**config.mk**
```make
export PLATFORM = sky130hd
export DESIGN_NAME = dcpu16_fetch_flat
export DESIGN_NICKNAME = d
export VERILOG_FILES = /design/src/rtl/dcpu16_fetch_if.sv /design/src/rtl/dcpu16_fetch.sv /design/src/flat_wrapper.sv
export SDC_FILE = /design/constraint.sdc
export NUM_CORES = 1
export LEC_CHECK = 0
export CORE_ASPECT_RATIO = 1.5
export CORE_MARGIN = 4
export CORE_UTILIZATION = 46
export DETAILED_ROUTE_END_ITERATION = 10
export PLACE_DENSITY = 0.8
export SYNTH_ARGS = -nofsm -noshare
export SYNTH_HDL_FRONTEND = slang
export SYNTH_SLANG_ARGS = --single-unit
```
**constraint.sdc**
```tcl
create_clock -name clk -period 2.5 [get_ports clk]
set_input_delay 0.5 -clock clk [delete_from_list [all_inputs] [get_ports clk]]
set_output_delay 0.5 -clock clk [all_outputs]
set_load 0.03 [all_outputs]
```
**src/rtl/dcpu16_fetch_if.sv**
```systemverilog
// Fetch-stage bus: RAM read port, PC redirect and the assembled-instruction handshake.
// master = fetch stage, slave = RAM/execute-core side.
interface dcpu16_fetch_if;
   logic [15:0] ram_addr;
   logic [15:0] ram_dout;
   logic        pc_load;
   logic [15:0] pc_new;
   logic        inst_valid;
   logic        inst_ready;
   logic [3:0]  inst_opcode;
   logic [5:0]  inst_a;
   logic [5:0]  inst_b;
   logic [15:0] inst_nw_a;
   logic [15:0] inst_nw_b;
   logic [15:0] inst_pc;
   logic [1:0]  inst_len;

   modport master (
      output ram_addr,
      input  ram_dout,
      input  pc_load,
      input  pc_new,
      output inst_valid,
      input  inst_ready,
      output inst_opcode,
      output inst_a,
      output inst_b,
      output inst_nw_a,
      output inst_nw_b,
      output inst_pc,
      output inst_len
   );

   modport slave (
      input  ram_addr,
      output ram_dout,
      output pc_load,
      output pc_new,
      input  inst_valid,
      output inst_ready,
      input  inst_opcode,
      input  inst_a,
      input  inst_b,
      input  inst_nw_a,
      input  inst_nw_b,
      input  inst_pc,
      input  inst_len
   );
endinterface

```
**src/rtl/dcpu16_fetch.sv**
```systemverilog
// DCPU16 fetch/pre-decode: owns the PC, gathers opcode and next-word operands,
// and presents one assembled instruction per valid/ready handshake.
module dcpu16_fetch #(
   parameter logic [15:0] RESET_PC = 16'h0000
) (
   input  logic           clk,
   input  logic           rst_n,
   dcpu16_fetch_if.master bus
);

   typedef enum logic [1:0] {S_OP, S_A, S_B, S_HOLD} state_t;

   state_t      state, state_nxt;
   logic [15:0] pc;
   logic [15:0] ir;
   logic [15:0] nw_a;
   logic [15:0] nw_b;
   logic [15:0] inst_pc;
   logic [1:0]  len;
   logic        valid_q;

   logic [15:0] word;
   logic        need_a;
   logic        need_b;

   function automatic logic needs_word(input logic [5:0] v);
      return (v[5:3] == 3'b010) || (v == 6'h1e) || (v == 6'h1f);
   endfunction

   // In S_OP the opcode word is still on ram_dout; afterwards it lives in ir.
   assign word   = (state == S_OP) ? bus.ram_dout : ir;
   assign need_a = (word[3:0] != 4'h0) && needs_word(word[9:4]);
   assign need_b = needs_word(word[15:10]);

   always_comb begin
      state_nxt = state;
      case (state)
         S_OP:    state_nxt = need_a ? S_A : (need_b ? S_B : S_HOLD);
         S_A:     state_nxt = need_b ? S_B : S_HOLD;
         S_B:     state_nxt = S_HOLD;
         S_HOLD:  if (bus.inst_ready) state_nxt = S_OP;
         default: state_nxt = S_OP;
      endcase
      if (bus.pc_load) state_nxt = S_OP;
   end

   always_ff @(posedge clk or negedge rst_n) begin
      if (!rst_n) begin
         state   <= S_OP;
         pc      <= RESET_PC;
         ir      <= '0;
         nw_a    <= '0;
         nw_b    <= '0;
         inst_pc <= '0;
         len     <= '0;
         valid_q <= 1'b0;
      end else begin
         state   <= state_nxt;
         valid_q <= (state_nxt == S_HOLD);
         if (bus.pc_load) begin
            pc <= bus.pc_new;
         end else begin
            case (state)
               S_OP: begin
                  ir      <= bus.ram_dout;
                  inst_pc <= pc;
                  pc      <= pc + 16'd1;
                  nw_a    <= '0;
                  nw_b    <= '0;
                  len     <= 2'd1 + 2'(need_a) + 2'(need_b);
               end
               S_A: begin
                  nw_a <= bus.ram_dout;
                  pc   <= pc + 16'd1;
               end
               S_B: begin
                  nw_b <= bus.ram_dout;
                  pc   <= pc + 16'd1;
               end
               default: ;
            endcase
         end
      end
   end

   assign bus.ram_addr    = pc;
   assign bus.inst_valid  = valid_q;
   assign bus.inst_opcode = ir[3:0];
   assign bus.inst_a      = ir[9:4];
   assign bus.inst_b      = ir[15:10];
   assign bus.inst_nw_a   = nw_a;
   assign bus.inst_nw_b   = nw_b;
   assign bus.inst_pc     = inst_pc;
   assign bus.inst_len    = len;

endmodule

```
**src/flat_wrapper.sv**
```systemverilog
// flat-port wrapper written by rule: the top's interface ports become plain ports
module dcpu16_fetch_flat 
#(
   parameter logic [15:0] RESET_PC = 16'h0000
)
  (clk, rst_n, bus_ram_addr, bus_ram_dout, bus_pc_load, bus_pc_new, bus_inst_valid, bus_inst_ready, bus_inst_opcode, bus_inst_a, bus_inst_b, bus_inst_nw_a, bus_inst_nw_b, bus_inst_pc, bus_inst_len);
  dcpu16_fetch_if bus_i ();
  input  logic clk;
  input  logic rst_n;
  output wire logic [$bits(bus_i.ram_addr)-1:0] bus_ram_addr;
  input wire logic [$bits(bus_i.ram_dout)-1:0] bus_ram_dout;
  input wire logic [$bits(bus_i.pc_load)-1:0] bus_pc_load;
  input wire logic [$bits(bus_i.pc_new)-1:0] bus_pc_new;
  output wire logic [$bits(bus_i.inst_valid)-1:0] bus_inst_valid;
  input wire logic [$bits(bus_i.inst_ready)-1:0] bus_inst_ready;
  output wire logic [$bits(bus_i.inst_opcode)-1:0] bus_inst_opcode;
  output wire logic [$bits(bus_i.inst_a)-1:0] bus_inst_a;
  output wire logic [$bits(bus_i.inst_b)-1:0] bus_inst_b;
  output wire logic [$bits(bus_i.inst_nw_a)-1:0] bus_inst_nw_a;
  output wire logic [$bits(bus_i.inst_nw_b)-1:0] bus_inst_nw_b;
  output wire logic [$bits(bus_i.inst_pc)-1:0] bus_inst_pc;
  output wire logic [$bits(bus_i.inst_len)-1:0] bus_inst_len;
  assign bus_ram_addr = bus_i.ram_addr;
  assign bus_i.ram_dout = bus_ram_dout;
  assign bus_i.pc_load = bus_pc_load;
  assign bus_i.pc_new = bus_pc_new;
  assign bus_inst_valid = bus_i.inst_valid;
  assign bus_i.inst_ready = bus_inst_ready;
  assign bus_inst_opcode = bus_i.inst_opcode;
  assign bus_inst_a = bus_i.inst_a;
  assign bus_inst_b = bus_i.inst_b;
  assign bus_inst_nw_a = bus_i.inst_nw_a;
  assign bus_inst_nw_b = bus_i.inst_nw_b;
  assign bus_inst_pc = bus_i.inst_pc;
  assign bus_inst_len = bus_i.inst_len;
  dcpu16_fetch #(.RESET_PC(RESET_PC)) u_core (.clk(clk), .rst_n(rst_n), .bus(bus_i));
endmodule
```
Word-level counts from Yosys, hierarchy flattened

Index checks and enable logic that the tools add are counted.

Add/sub/neg operators: 3
Equality and inequality tests: 10
Muxes and demuxes: 10
Bitwise gates (word level): 1
Reductions and logical operators: 14

Operator list:

| operator                                                        | count |
|---|---|
| 16-bit one-hot mux with 2 select lines                          | 2 |
| 16-bit 2-to-1 mux                                               | 3 |
| 6-bit by 5-bit == test with 1-bit output, second input constant | 4 |
| 16-bit by 1-bit adder with 16-bit output, second input constant | 1 |
| 2-bit one-hot mux with 4 select lines                           | 1 |
| 2-bit == test, second input constant                            | 3 |
| 3-bit by 2-bit == test with 1-bit output, second input constant | 2 |
| 2-bit 2-to-1 mux                                                | 3 |
| 2-bit AND reduction                                             | 3 |
| 2-bit nonzero test                                              | 3 |
| 1-bit logical OR                                                | 4 |
| 4-bit nonzero test                                              | 1 |
| 3-bit OR reduction                                              | 1 |
| 1-bit by 1-bit adder with 2-bit output, first input constant    | 1 |
| 2-bit by 1-bit adder with 2-bit output                          | 1 |
| 2-bit by 1-bit == test with 1-bit output, second input constant | 1 |
| 2-bit logical NOT                                               | 1 |
| 1-bit logical AND                                               | 1 |
| 1-bit 2-to-1 mux                                                | 1 |
| 1-bit inverter                                                  | 1 |

Register bits after elaboration: 85
Input bits: 36
Output and inout bits: 83
Logic and storage cells: 46

Logic depth before layout (Yosys ltp)

Depth after elaboration: 10
Gate-level depth with buffers: 7
Depth with buffers taken out: 4

Least setup slack after synthesis

Ideal clock, no wire load.

Kind: in2reg
Start point: input bus_ram_dout[3]
End point: register u_core.len[1], in the netlist u_core.bus.inst_len[1]
Library setup time: 0.119 ns
Arrival: 1.821 ns
Data required time: 2.381 ns
Slack: 0.560 ns
Cell stages on the path: 4
Buffers on the path: 0
Cells stage by stage: or4_4 -> and3_4 -> or4b_4 -> o21a_1

Word-level cells in the longest chain between the ends: 5

Ends and longest elaborated chain:

| item                                   | line               | text |
|---|---|---|
| start: declaration                     | flat_wrapper.sv:11 | `input wire logic [$bits(bus_i.ram_dout)-1:0] bus_ram_dout;` |
| 16-bit 2-to-1 mux                      | dcpu16_fetch.sv:31 | `assign word = (state == S_OP) ? bus.ram_dout : ir;` |
| 4-bit nonzero test                     | dcpu16_fetch.sv:32 | `assign need_a = (word[3:0] != 4'h0) && needs_word(word[9:4]);` |
| 1-bit logical AND                      | dcpu16_fetch.sv:32 |  |
| 1-bit by 1-bit adder with 2-bit output | dcpu16_fetch.sv:70 | `len <= 2'd1 + 2'(need_a) + 2'(need_b);` |
| 2-bit by 1-bit adder with 2-bit output | dcpu16_fetch.sv:70 |  |
| end signal: assignment                 | dcpu16_fetch.sv:70 |  |
| end: declaration                       | dcpu16_fetch.sv:19 | `logic [1:0] len;` |

Every way passes these cells.
A chain may end at the register's enable or synchronous reset.

Worst setup path in the final report

Same ends and word-level chain as after synthesis.

==> flow_metrics.tcl <==
set metrics [dict create \
    die_h_um 118 \
    grt_usage_pct 20.8 \
    r2r_start "u_core.state[1]" \
    grt_pass1_wl_um 15500 \
    drv_cap 0 \
    slew_headroom_pct 53.7 \
    seqCellArea_um2 2130 \
    ys_ff_latch 85 \
    ir_drop_mv 0.575 \
    crit_required_ps 2720 \
    wl_um 9580 \
    fillers 618 \
    finalHoldViolations 0 \
    end_kind "register" \
    internal-power_uw 3090 \
    fin_crit_sh_pct 84.5 \
    num_io_pins 119 \
    ys_warn_count 0 \
    syn_nets 387 \
    setup_viol_count_final 0 \
    area_growth_pct 43.7 \
    cts.sinks 85 \
    tritoncts "built" \
    gp_congestion 0.795 \
    dp.cells 563 \
    dp_slack_ps 47.5 \
    ys_types 46 \
    postSynthAreaPerCell_um2 10.6 \
    final_cell_count_no_fill 577 \
    start_util_pct 48.0 \
    startpoint "bus_ram_dout[3]" \
    fp.dieW_um 81.2 \
    grt_pass1_vias 3137 \
    cts_root_buf "clkbuf_16" \
    overflow 0 \
    drc 0 \
    synthTopCellsByArea "dfrtp_1 58%, mux2_2 9.7%, nand2_1 8.7%" \
    clock_power_share_pct 27.7 \
    fin_skew_ps 3.58 \
    cts_buffers 9 \
    worstSetupStartpointType "primary input" \
    power.share.switching_pct 33.2 \
    power_density_nw_per_um2 869 \
    antennaDiodeCount 0 \
    setup_ws_ps 388 \
    synth_top_area_share_pct 57.5 \
    core_um2 7710 \
    post_cts_buffers 0 \
    clk_pin_slew_worst_paths_ps 60 \
    dieArea_um2 9570 \
    p_switching_uw 1530 \
    synth.most_common_cell "nand2_1" \
    combPwrFrac_pct 33.0 \
    p_seq_share_pct 39.3 \
    first_pass_iters 4 \
    cts_buffer_depth 2 \
    ctsHtreeMaxLevel 3 \
    crit_type "primary input to register" \
    drt_iter0_drc 139 \
    final_max_slew_viol_count 0 \
    multi_input_area_um2 1490 \
    p_leak_uw 0.00224 \
    synthFlopType "dfrtp_1" \
    drive_gt1_share_pct 14.3 \
    max_freq_mhz 473 \
    place.detailed.hpwl_um 7130 \
    timing.reg2reg.setup_slack_ps 550 \
    viasPerCell 5.32 \
    path_max_fanout 3 \
    reg2reg_depth 4 \
    status "completed" \
    rsz0062_at_grt "false" \
    synth_common_cells "86 x nand2_1, 85 x dfrtp_1, 47 x o21ai_0" \
    hp-class "primary input to asynchronous set/reset pin" \
    mappedNetlistArea_um2 3700 \
    wl_per_cell_um 16.6 \
    seq_area_frac_synth_pct 57.5 \
    vias 3071 \
    cts_resized 0 \
    antenna_found_initial 0 \
    tightest_slew_ps 694 \
    synth_edf_count 0 \
    nNetsFinal 509 \
    port-buffer-count 118 \
    synth_cells 350 \
    ctsHoldBuffers 0 \
    antenna_left 0 \
    worst_skew_pair.late_latency_ps 330 \
    r2r_end "u_core.bus.ram_addr[13]" \
    async_flop_share_pct 100 \
    grt_max_degree 56 \
    setup_tns_ps 0 \
    yosys.area.top_type "dfrtp_1" \
    fp-row-count 39 \
    period_minus_slack_ps 2110 \
    cp.arrival_ps 2330 \
]
[per-layer routing]
layer / vias to the layer above / wire length (µm) / GRT usage [%]
met3: 15 / 672 / 6.74
met1: 1472 / 3850 / 25.0
li1: 1457 / - / -
met4: 0 / 211 / 7.51
met2: 127 / 4840 / 34.3
met5: - / 0 / 0
[metrics by stage]
stage / total power (µW) / instance area, µm² / hold WS [ps] / utilization [%]
detailed placement: 3380 / 5030 / 469 / 65.3
global route: 4840 / 5310 / 255 / 68.9
finish: 4620 / 5310 / 210 / 68.9
floorplan: 2640 / 3700 / 204 / -
global placement: 3340 / 5030 / 462 / 65.3
CTS: 4670 / 5310 / 236 / 68.9
[cell type report]
class	instances	share of cell area [%]
Sequential cell	85	40.0
Multi-Input combinational cell	243	28.0
Timing Repair Buffer	132	24.2
Clock buffer	12	4.64
Tap cell	102	2.40
Clock inverter	2	0.659
Inverter	1	0.0707
[worst max path at each step]
stage / slack [ps] / endpoint / cells after the start
after floorplan: 560 / u_core.bus.inst_len[1] / 4
after global placement: 70 / u_core.bus.inst_len[1] / 5
after detailed placement: 50 / u_core.bus.inst_len[1] / 5
after CTS: 400 / u_core.bus.inst_len[1] / 5
after global routing: 360 / u_core.bus.inst_len[1] / 5
final: 390 / u_core.bus.inst_len[1] / 5
[state kept, by name (all words and copies together), names as in the netlist]
| name | cells |
|---|---|
| u_core.bus.inst_len | 2 |
| u_core.bus.inst_nw_b | 16 |
| u_core.bus.inst_nw_a | 16 |
| u_core.bus.inst_pc | 16 |
| u_core.state | 2 |
| u_core.ir | 16 |
| u_core.bus.inst_valid | 1 |
| u_core.bus.ram_addr | 16 |
[cells in the final DEF (no fill, tap or decap), types with 2 or more instances in the layout]
cell type / netlist / final
clkbuf_16: 0 / 9
xnor2_1: 4 / 4
buf_4: 0 / 15
nand2b_1: 4 / 4
or2_2: 2 / 2
dfrtp_1: 85 / 85
and2_1: 2 / 2
nor2b_1: 2 / 2
nor3_1: 2 / 2
nor2_1: 7 / 7
and4_1: 2 / 2
a21bo_2: 2 / 2
mux2_2: 32 / 32
clkbuf_1: 17 / 2
clkdlybuf4s50_1: 0 / 117
xor2_1: 7 / 7
nor4_1: 3 / 3
o21ai_0: 47 / 47
and3_1: 3 / 3
a21boi_0: 2 / 2
nand4_1: 6 / 6
or4_1: 2 / 2
nand3_1: 6 / 6
nand2_1: 86 / 86
[power groups by stage]
stage	sequential (µW)	clock (µW)	combinational [µW]
3_5_place_dp	1840	0	1540
6_report	1820	1280	1530
2_1_floorplan	2290	0	352
4_1_cts	1820	1300	1550
3_3_place_gp	1830	0	1510
5_1_grt	1850	1370	1620
[worst max-delay path, cell delays in order]
cell and delay (ps):
clkdlybuf4s50_1 440, or4_4 560, and3_4 210, or4b_4 510, o21a_1 120
[cell families (layout without fill, tap and decap cells)]
logic type | after synthesis | count (layout) | share of synthesized area (%)
AO/OA/AOI/OAI | 64 | 64 | 10.2
XOR/XNOR | 11 | 11 | 2.61
adder cells (fa/ha/maj) | 1 | 1 | 0.338
buffers and inverters | 22 | 147 | 2.33
flip-flops | 85 | 85 | 57.5
multiplexers | 33 | 33 | 10.0
AND/OR/NAND/NOR | 134 | 134 | 17.0
Power figures use the tool's default switching activity.
==> RTL edit 1: new RTL, config.mk and constraints unchanged <==
Re-encode `state_t` (4 states) as Gray code, 2 bits wide.
--- a/src/rtl/dcpu16_fetch.sv
+++ b/src/rtl/dcpu16_fetch.sv
@@ -9,5 +9,5 @@
 );
 
-   typedef enum logic [1:0] {S_OP, S_A, S_B, S_HOLD} state_t;
+   typedef enum logic [1:0] {S_OP = 2'b00, S_A = 2'b01, S_B = 2'b11, S_HOLD = 2'b10} state_t;
 
    state_t      state, state_nxt;
Function: no difference found for any inputs over 4 cycles, from zero or initial values and one cycle with rst_n low; so few cycles prove little.
==> RTL edit 1 against the unedited design <==
  * Register-to-register slack worse by 0.08 ns
  * Worst setup slack worse by 0.017 ns
  * Routed wire length down 0.93%
  * Synthesized cell count up 9.1%
  * Critical path depth grew 1
  * Power rose by 44%
  * Cell area up 0.16%
  * Sequential power up 21%
  * Maximum frequency decreased by 0.81%
  * Sequential cell count unchanged
  * Sequential share of layout area shrank 0.066 points
  * Die area up 0.72%
  * Synthesized area up 0.78%
  * First-iteration DRC count fell by 5.0%
==> RTL edit 1: results <==
group,metric,value,unit
detailed_routing,drtIter0Drc,132,
cells_and_area,stdcell_count,603,
placed_design,hpwl,7040,µm
worst_setup_path,critPathMaxFanout,4,
synthesis,synth_area_per_cell,9.75,µm²
pwr,switchingPower,2.69,mW
placed_design,place.gp.congestion,0.863,
status,status,"finished clean",
worst_setup_path,cp.arrival,2.38,ns
detailed_routing,routed-via-count,3100,
worst_setup_path,r2r_start,"u_core.state[0]$_DFF_PN0_",
timing,skew,0.00567,ns
placed_design,place_inst,588,
cts,cts_buffers,9,
global_route,grt_pass1_vias,3223,
pwr,ir_drop,0.000750,V
global_route,grt_start_max_net_pins,86,
placed_design,pre_cts_slack,0.114,ns
detailed_routing,routed_wl,9490,µm
synthesis,synth.area.top_cells,"dfrtp_1, nand2_1, o21ai_0, a22o_1, ha_1",
synthesis,syn_nets,425,
global_route,grt_util_all_layers,20.9,%
global_route,grt_pass1_wl,15500,µm
synthesis,ys_seq_area_share,57.1,%
cells_and_area,drive_gt1_share,7.58,%
timing,tightest_slew,0.615,ns
-- RTL edit 1: cell types whose count changed after synthesis, moves of 3 or more --
cell	change
nand4_1	-3
nor2_1	-3
mux2_2	-30
inv_1	+3
o21ai_0	-18
nor4_2	+4
ha_1	+6
xnor2_1	+3
o21ai_1	+3
a22o_1	+16
nand2_1	+60
-- RTL edit 1: power groups by stage --
stage / registers [mW] / logic, mW / clock network [mW]
floorplan: 3.05 / 0.909 / 0
global placement: 2.21 / 3.03 / 0
detailed placement: 2.22 / 3.08 / 0
CTS: 2.20 / 3.10 / 1.42
global route: 2.27 / 3.28 / 1.49
finish: 2.20 / 3.05 / 1.40
-- RTL edit 1: per-layer routing --
metal | GRT usage [%] | vias up | share of wire [%]
li1 | - | 1496 | -
met1 | 24.4 | 1478 | 39
met2 | 35.4 | 102 | 53
met3 | 4.64 | 24 | 5.2
met4 | 9.94 | 0 | 3.1
met5 | 0 | - | 0
-- RTL edit 1: area by class of cell --
type                    instances  area, µm²
clock buffers                  11        243
clock inverters                 4       72.6
fillers                       606       2440
inverters                       4       15.0
multi-input cells             269       1470
flip-flops and latches         85       2130
well taps                     102        128
repair buffers                128       1270
-- RTL edit 1: final timing paths --
check	end	slack [ns]	cells past startpoint
hold reg to reg	u_core.bus.inst_pc[12]$_DFFE_PN0P_	0.47	2
min in group clk	u_core.bus.inst_pc[12]$_DFFE_PN0P_	0.47	2
hold / removal	u_core.bus.inst_nw_a[10]$_DFFE_PN0P_	0.20	2
max in group asynchronous	u_core.ir[4]$_DFFE_PN0N_	1.96	2
setup / recovery	u_core.bus.inst_len[0]$_DFFE_PN0P_	0.37	6
setup reg to reg	u_core.bus.inst_valid$_DFF_PN0_	0.47	8
-- RTL edit 1: cells by family (layout without fill, tap and decap cells) --
family | Yosys count | after routing | share of synthesized area [%]
AOI/OAI and AO/OA | 58 | 58 | 9.94
xor gates and xnor gates | 15 | 15 | 3.53
adders and majority gates | 7 | 7 | 2.35
buffers and inverters | 28 | 147 | 3.53
DFF | 85 | 85 | 57.1
muxes | 3 | 3 | 0.873
and+or+nand+nor | 186 | 186 | 22.7
-- RTL edit 1: through the flow --
| stage | cell area, µm² | hold slack [ns] | util (%) | power [mW] |
|---|---|---|---|---|
| final | 5320 | 0.200 | 68.6 | 6.65 |
| after CTS | 5320 | 0.209 | 68.6 | 6.72 |
| after global placement | 5010 | 0.458 | 64.5 | 5.25 |
| after floorplan | 3730 | 0.204 | - | 3.96 |
| after detailed placement | 5010 | 0.462 | 64.5 | 5.30 |
| after global routing | 5320 | 0.239 | 68.6 | 7.03 |
==> RTL edit 2: new RTL, same settings <==
Made on the original files. Make the reset (`rst_n`) synchronous in one clocked block.
--- a/src/rtl/dcpu16_fetch.sv
+++ b/src/rtl/dcpu16_fetch.sv
@@ -45,5 +45,5 @@
    end
 
-   always_ff @(posedge clk or negedge rst_n) begin
+   always_ff @(posedge clk) begin
       if (!rst_n) begin
          state   <= S_OP;
Behaviour: differs if rst_n is asserted again (counterexample within 4 cycles, from zero or initial values and one cycle with rst_n low); with rst_n held inactive, the same outputs for 4 cycles.
==> RTL edit 2 against the unedited design <==
  * Via count is 14% higher
  * Critical endpoint is now bus_ram_addr[6]
  * Synthesized area is 0.27% lower
  * Worst setup slack better by 0.020 ns
  * Cell area hardly changed
  * Sequential cell count stayed put
  * Routed wire length is 13% higher
  * Highest routed layer unchanged
Power is not compared: it rests on default switching activity, and its combinational part moved more than twofold at a synthesized area within 25%.
==> RTL edit 2: results <==
group,metric,value,unit
synthesis,synth.area.top_cells,"dfxtp_1, nor2b_1, a21boi_0, nand2_1, a31oi_1",
placed_design,place_inst,627,
global_route,grt_use_met1,25.0,%
worst_setup_path,max_stage_delay,0.74,ns
detailed_routing,avgViaCountPerCell,5.42,
global_route,use_met2,42.8,%
placed_design,place.gp.congestion,0.830,
cells_and_area,stdcell_count,643,
worst_setup_path,cp_top_family,"buffers and inverters",
timing,whs,0.466,ns
detailed_routing,dr_wl_met2,5790,µm
global_route,grt_pass1_wl,17700,µm
detailed_routing,route.layer.met1.wl,4110,µm
hold_path,hold_start,"u_core.bus.inst_pc[1]$_SDFFE_PN0P_",
detailed_routing,routed-wl-met3,615,µm
synthesis,synth-async-reset-ratio,0,%
placed_design,pre_cts_slack,0.176,ns
placed_design,hpwl,7840,µm
worst_setup_path,r2r_start,"u_core.state[0]$_SDFF_PN0_",
timing,slew_headroom,49.9,%
worst_setup_path,worstSetupStartpoint,"u_core.bus.ram_addr[6]$_SDFFE_PN0P_",
worst_setup_path,r2r_end,"u_core.bus.inst_len[0]$_SDFFE_PN0P_",
worst_setup_path,rrSetupSlack,0.58,ns
global_route,grt_util_all_layers,23.4,%
worst_setup_path,cp.arrival,1.59,ns
timing,skew,0.00429,ns
synthesis,synth.distinct_cells,42,
worst_setup_path,slowest_stage,"clkdlybuf4s50_1",
synthesis,ys_seq_area_share,46.1,%
synthesis,syn_nets,459,
status,status,"finished clean",
detailed_routing,wire_per_inst,16.8,µm
hold_path,hp-class,"register to register",
global_route,grt.met3_usage,5.51,%
placed_design,place_area,4990,µm²
worst_setup_path,critPathMaxFanout,7,
synthesis,synth_area_per_cell,8.74,µm²
global_route,grt_pass1_vias,3697,
==> RTL edit 2: where the power goes <==
| part | total (mW) | switching (mW) | internal, mW |
|---|---|---|---|
| Combinational | 0.559 | 0.315 | 0.244 |
| Clock | 1.40 | 0.524 | 0.879 |
| Sequential | 1.49 | 0.0670 | 1.42 |
==> RTL edit 2: logic make-up (layout without fill, tap and decap cells) <==
kind of cell,count (synthesis),after routing,synth area share [%]
muxes,1,1,0.271
DFF,85,85,46.1
and+or+nand+nor,179,179,26.3
buffers and inverters,34,153,3.90
xor gates and xnor gates,9,9,2.14
AOI/OAI and AO/OA,113,113,20.9
adders and majority gates,1,1,0.339
==> RTL edit 2: layout make-up <==
| cell class | instances | area, µm² |
|---|---|---|
| fill | 661 | 2400 |
| multi-input combinational | 303 | 1850 |
| sequential | 85 | 1700 |
| timing repair buffer | 135 | 1300 |
| clock buffer | 11 | 233 |
| tap | 102 | 128 |
| clock inverter | 5 | 83.8 |
| inverter | 2 | 7.51 |
